$ cat src/rtl/alu_pkg.sv
// ---------------------------------------------------------------------------
// alu_pkg
//   Shared ALU definitions: the 3-bit IA operation codes produced by ALU
//   control.  Used by ALU control, the combinational ALU and the multi-cycle
//   multiply/divide sequencer.
// ---------------------------------------------------------------------------
package alu_pkg;

  localparam logic [2:0] IA_ADD  = 3'b000;
  localparam logic [2:0] IA_SUB  = 3'b001;
  localparam logic [2:0] IA_MULT = 3'b010;
  localparam logic [2:0] IA_DIV  = 3'b011;
  localparam logic [2:0] IA_AND  = 3'b100;
  localparam logic [2:0] IA_OR   = 3'b101;
  localparam logic [2:0] IA_XOR  = 3'b110;
  localparam logic [2:0] IA_NOP  = 3'b111;

endpackage

$ cat src/rtl/alu_muldiv_seq.sv
// ---------------------------------------------------------------------------
// alu_muldiv_seq
//   Multi-cycle sequencer for the ALU's MULT and DIV operations.  An unsigned
//   shift-add multiply or restoring divide runs one bit per clock; a stall
//   holds the front of the pipeline while the operation is in flight and the
//   2*WIDTH result is returned split into hi/lo halves.
//
//   Ports
//     clk          system clock, rising edge
//     rst          asynchronous, active-high reset
//     start        request qualifier for the current instruction
//     ia           ALU op code (010 = MULT, 011 = DIV; others ignored)
//     op_a         multiplicand / dividend
//     op_b         multiplier / divisor
//     busy         operation in progress (registered)
//     stall        busy | accept (combinational)
//     done         one-cycle pulse; results valid from this cycle
//     result_lo    MULT: low product half;  DIV: quotient
//     result_hi    MULT: high product half; DIV: remainder
//     div_by_zero  set with done when a DIV had op_b == 0
// ---------------------------------------------------------------------------
module alu_muldiv_seq
  import alu_pkg::*;
#(
  parameter int WIDTH = 32
) (
  input  logic             clk,
  input  logic             rst,
  input  logic             start,
  input  logic [2:0]       ia,
  input  logic [WIDTH-1:0] op_a,
  input  logic [WIDTH-1:0] op_b,
  output logic             busy,
  output logic             stall,
  output logic             done,
  output logic [WIDTH-1:0] result_lo,
  output logic [WIDTH-1:0] result_hi,
  output logic             div_by_zero
);

  localparam int CNT_W = (WIDTH > 1) ? $clog2(WIDTH) : 1;

  typedef enum logic [1:0] {
    S_IDLE = 2'd0,
    S_MUL  = 2'd1,
    S_DIV  = 2'd2,
    S_DONE = 2'd3
  } state_t;

  state_t             state_q;
  logic [CNT_W-1:0]   cnt_q;
  logic               busy_q;
  logic               done_q;
  logic               dbz_q;
  logic [WIDTH-1:0]   res_lo_q;
  logic [WIDTH-1:0]   res_hi_q;

  // Working accumulator: hi holds partial product / remainder, lo holds the
  // multiplier being consumed / dividend being shifted out and quotient in.
  logic [WIDTH-1:0]   hi_q, lo_q, b_q;
  logic [WIDTH-1:0]   hi_d, lo_d;

  logic               accept;
  logic               is_mul_op, is_div_op;

  logic [WIDTH:0]     rem_sh;
  logic [WIDTH:0]     add_a, add_b;
  logic               add_cin;
  logic [WIDTH+1:0]   add_full;
  logic               div_ge;

  assign is_mul_op = (ia == IA_MULT);
  assign is_div_op = (ia == IA_DIV);
  assign accept    = start & (state_q == S_IDLE) & (is_mul_op | is_div_op);

  assign busy        = busy_q;
  assign stall       = busy_q | accept;
  assign done        = done_q;
  assign result_lo   = res_lo_q;
  assign result_hi   = res_hi_q;
  assign div_by_zero = dbz_q;

  // One (WIDTH+1)-bit adder shared by both operations.  MUL adds b to hi when
  // the current multiplier bit is set; DIV subtracts b from the shifted
  // remainder via two's complement, and the carry-out doubles as rem >= b.
  always_comb begin
    rem_sh  = {hi_q, lo_q[WIDTH-1]};
    add_a   = '0;
    add_b   = '0;
    add_cin = 1'b0;
    if (state_q == S_DIV) begin
      add_a   = rem_sh;
      add_b   = ~{1'b0, b_q};
      add_cin = 1'b1;
    end else begin
      add_a   = {1'b0, hi_q};
      add_b   = lo_q[0] ? {1'b0, b_q} : '0;
    end
    add_full = {1'b0, add_a} + {1'b0, add_b} + {{(WIDTH+1){1'b0}}, add_cin};
    div_ge   = add_full[WIDTH+1];

    if (state_q == S_DIV) begin
      hi_d = div_ge ? add_full[WIDTH-1:0] : rem_sh[WIDTH-1:0];
      lo_d = {lo_q[WIDTH-2:0], div_ge};
    end else begin
      // {carry, hi, lo} shifted right by one
      hi_d = add_full[WIDTH:1];
      lo_d = {add_full[0], lo_q[WIDTH-1:1]};
    end
  end

  // Working registers carry no reset: they are always reloaded on accept.
  always_ff @(posedge clk) begin
    if (accept) begin
      hi_q <= '0;
      lo_q <= op_a;
      b_q  <= op_b;
    end else if (state_q == S_MUL || state_q == S_DIV) begin
      hi_q <= hi_d;
      lo_q <= lo_d;
    end
  end

  // Control FSM with registered outputs.  The final iteration is folded into
  // the result registers on entry to DONE, so partial values never appear.
  always_ff @(posedge clk or posedge rst) begin
    if (rst) begin
      state_q  <= S_IDLE;
      cnt_q    <= '0;
      busy_q   <= 1'b0;
      done_q   <= 1'b0;
      dbz_q    <= 1'b0;
      res_lo_q <= '0;
      res_hi_q <= '0;
    end else begin
      case (state_q)
        S_IDLE: begin
          if (accept) begin
            dbz_q  <= 1'b0;
            busy_q <= 1'b1;
            cnt_q  <= CNT_W'(WIDTH - 1);
            if (is_mul_op) begin
              state_q <= S_MUL;
            end else if (op_b == '0) begin
              state_q  <= S_DONE;
              done_q   <= 1'b1;
              dbz_q    <= 1'b1;
              res_lo_q <= '1;
              res_hi_q <= op_a;
            end else begin
              state_q <= S_DIV;
            end
          end
        end
        S_MUL, S_DIV: begin
          if (cnt_q == '0) begin
            state_q  <= S_DONE;
            done_q   <= 1'b1;
            res_hi_q <= hi_d;
            res_lo_q <= lo_d;
          end else begin
            cnt_q <= cnt_q - 1'b1;
          end
        end
        S_DONE: begin
          state_q <= S_IDLE;
          busy_q  <= 1'b0;
          done_q  <= 1'b0;
        end
        default: begin
          state_q <= S_IDLE;
          busy_q  <= 1'b0;
          done_q  <= 1'b0;
        end
      endcase
    end
  end

endmodule
$ cat config.mk
export PLATFORM = sky130hd
export DESIGN_NAME = alu_muldiv_seq
export DESIGN_NICKNAME = d
export VERILOG_FILES = /design/src/rtl/alu_pkg.sv /design/src/rtl/alu_muldiv_seq.sv
export SDC_FILE = /design/constraint.sdc
export NUM_CORES = 1
export LEC_CHECK = 0
export CORE_ASPECT_RATIO = 1.5
export CORE_MARGIN = 2
export CORE_UTILIZATION = 30
export CTS_BUF_LIST = sky130_fd_sc_hd__clkbuf_4 sky130_fd_sc_hd__clkbuf_8
export DETAILED_ROUTE_END_ITERATION = 12
export GPL_TIMING_DRIVEN = 0
export SYNTH_ARGS = -nofsm -noshare
export SYNTH_HDL_FRONTEND = slang
export SYNTH_SLANG_ARGS = --single-unit
$ cat constraint.sdc
create_clock -name clk -period 14.2 [get_ports clk]
set_input_delay 2.84 -clock clk [delete_from_list [all_inputs] [get_ports clk]]
set_output_delay 2.84 -clock clk [all_outputs]
set_load 0.01 [all_outputs]
==> impl_metrics.csv <==
group,metric,value,unit
die,effective_utilization_at_floorplan,0.303,
die,die_x,153,µm
finish,layout-area-overhead-vs-synth,23.3,%
sta,setup-tns-final,0,ns
finish,final_layout_size_suffix_gt1_frac,0.0962,
placement,hpwlAfterDp,25800,µm
clocking,clock_tree.root_cell,"sky130_fd_sc_hd__clkbuf_8",
clocking,ctsHoldBuffers,0,
clocking,post_cts.resized_instances,0,
setup_path,critPathSlowestCell,"sky130_fd_sc_hd__clkdlybuf4s50_1",
global_route,grt_start_max_net_pins,66,
global_route,antenna_found_initial,0,
sta,timing.clock.skew,0.0199,ns
sta,setup_viol,0,
finish,fin_nets,1333,
die,die-area,34900,µm²
clocking,clock_sinks,170,
setup_path,criticalPathCategory,"in2out",
clocking,clkLatencyLatePin,0.52,ns
min_path,hp-class,"reg2reg",
setup_path,crit_buf_inv,3,
finish,leading_cell_type_in_the_layout_fill_and_taps_excluded,"sky130_fd_sc_hd__nor2_1",
logic_synthesis,post_synth_inst_count,1066,
die,die_y,228,µm
clocking,maximum_clock_insertion_buffer_count,2,
setup_path,timing.reg2reg.worst_path_depth,19,
clocking,cts_tree,"yes",
logic_synthesis,synth_nets,1175,
sta,peak_clock_frequency_supported_by_timing,131,MHz
logic_synthesis,yosys_reg_bits,170,
sta,timing.final.hold_violations,0,
routing,final_antenna_net_count,0,
logic_synthesis,synth.yosys.seq_area_share,0.440,
clocking,numCtsBuffers,17,
logic_synthesis,synth.cell_area,10000,µm²
routing,dr.first_iter.drc_count,415,
global_route,total_routing_usage_gr,0.184,
sta,worst_slew_margin_rel,0.426,
min_path,hold_depth,1,
global_route,gr_ovfl_total,0,
setup_path,timing.critical_path.required,11.36,ns
sta,tightestPinTransition,0.860,ns
global_route,grt_pass1_wl,50400,µm
finish,diodes,0,
routing,drc_errors,0,
clocking,worst_setup_hold_path_clk_slew,0.09,ns
die,floorplan.core_area,33100,µm²
logic_synthesis,synthDistinctLibCells,71,
die,ioPinCount,138,
setup_path,timing.critical_path.slowest_cell_delay,0.57,ns
setup_path,critical_path_depth,6,
setup_path,critical_path_arrival,4.78,ns
finish,multi_input_area,5220,µm²
logic_synthesis,synth_edf_count,64,
logic_synthesis,avgSynthCellArea,9.41,µm²
setup_path,path_cells,"clkdlybuf4s50_1 -> nor2b_1 -> nand3_1 -> clkbuf_1 -> nand2b_1 -> clkdlybuf4s50_1",
placement,placer_congestion_estimate,0.932,
routing,wl,32100,µm
status,run_status,"complete, no violations",
logic_synthesis,yosys_warnings,0,
setup_path,critical_path.top_delay_family,"buffers and inverters",
setup_path,crit_path_start_kind,"input port",
routing,drt_pass1_iterations,5,
die,placement_rows,82,
flow_run,timing.max_cap.violations,0,
sta,post_layout_min_period,7.62,ns
setup_path,crit_fanout,10,
placement,placement.io_buffers,137,
setup_path,setup.worst_path.end_class,"output port",
routing,route.vias.total,8819,
sta,final_max_slew_viol_count,0,
finish,instances_no_fill,1657,
global_route,first_global_vias,9124,
finish,combined_flip_flop_and_latch_cell_area,4410,µm²
sta,grt_setup_unrepaired,"no",
routing,wl_per_cell,19.4,µm
finish,mostFrequentLayoutCells,"139 x sky130_fd_sc_hd__nor2_1, 137 x sky130_fd_sc_hd__clkdlybuf4s50_1, 122 x sky130_fd_sc_hd__a21oi_1, 95 x sky130_fd_sc_hd__nand2_1, 74 x sky130_fd_sc_hd__dfrtp_1",
placement,numPlacedInstances,1625,
logic_synthesis,synth-async-reset-ratio,0.435,
routing,route.detailed.vias_per_inst,5.32,
sta,period_share,0.537,
clocking,cts.htree.levels,4,
logic_synthesis,ys.flop_type,"sky130_fd_sc_hd__dfrtp_1",
clocking,cts_setup_buffers,0,
finish,fillerInstances,3285,
setup_path,crit_top_cell,"sky130_fd_sc_hd__clkdlybuf4s50_1",
[logic make-up after synthesis]
kind of cell	count (synthesis)	share of synthesized area
AO/OA/AOI/OAI	321	0.208
AND/OR/NAND/NOR	311	0.133
flip-flops	170	0.440
buffers and inverters	99	0.0399
multiplexers	94	0.101
adder cells (fa/ha/maj)	39	0.0494
XOR/XNOR	32	0.0280
[cell usage after synthesis, types with 12 or more instances]
cell type	number	area (µm²)
sky130_fd_sc_hd__clkbuf_1	68	255
sky130_fd_sc_hd__dfxtp_1	32	641
sky130_fd_sc_hd__a21o_1	16	120
sky130_fd_sc_hd__a21oi_1	122	611
sky130_fd_sc_hd__edfxtp_1	64	1920
sky130_fd_sc_hd__mux2i_1	33	330
sky130_fd_sc_hd__a31oi_1	36	225
sky130_fd_sc_hd__o21ai_0	51	255
sky130_fd_sc_hd__xnor2_1	20	175
sky130_fd_sc_hd__a311o_1	13	130
sky130_fd_sc_hd__dfrtp_1	74	1850
sky130_fd_sc_hd__nor4_1	12	75.1
sky130_fd_sc_hd__ha_1	38	475
sky130_fd_sc_hd__nand2_1	96	360
sky130_fd_sc_hd__nor2_1	139	522
sky130_fd_sc_hd__mux2_2	61	687
sky130_fd_sc_hd__nand3_1	17	85.1
sky130_fd_sc_hd__inv_1	18	67.6
sky130_fd_sc_hd__xor2_1	12	105
[metrics by stage]
stage	hold WS (ns)	utilization	worst slack, ns	cell area [µm²]
floorplan	0.456	-	7.86	10000
global placement	0.470	0.360	6.55	11900
global route	0.531	0.373	6.45	12400
CTS	0.501	0.373	6.55	12400
finish	0.493	0.373	6.58	12400
detailed placement	0.478	0.361	6.56	12000
[final cells by class]
type	count	area share
plain buffers	81	0.0270
clock buffers	21	0.0213
clock inverters	11	0.0100
inverters	18	0.00567
multi-input cells	797	0.422
flip-flops and latches	170	0.357
well taps	420	0.0425
repair buffers	139	0.115
[per-layer routing]
metal	global-route usage	part of all wire	vias up
li1	-	-	4230
met1	0.205	0.39	4212
met2	0.329	0.52	303
met3	0.0414	0.053	74
met4	0.0914	0.044	0
met5	0	0	-
[state kept, by name, summed over array words and instances, names as in the netlist]
signal       cells
state_q          2
hi_q            32
lo_q            32
b_q             32
done             1
busy             1
div_by_zero      1
result_hi       32
cnt_q            5
result_lo       32
[worst paths after layout]
path                                    startpoint                  endpoint  slack [ns]
min in group asynchronous                      rst    state_q[1]$_DFFE_PP0P_        2.58
max reg2reg                 state_q[0]$_DFFE_PP0P_     hi_q[24]$_SDFFE_PP0N_        7.88
max in group asynchronous                      rst  result_hi[3]$_DFFE_PP0P_       11.04
max                                          ia[1]                     stall        6.58
min reg2reg                div_by_zero$_DFFE_PP0P_   div_by_zero$_DFFE_PP0P_        0.49
min                        div_by_zero$_DFFE_PP0P_   div_by_zero$_DFFE_PP0P_        0.49
Power is left out: the tool's default activity adds up to more than one toggle a clock period on the data nets, which glitch-free logic cannot reach.
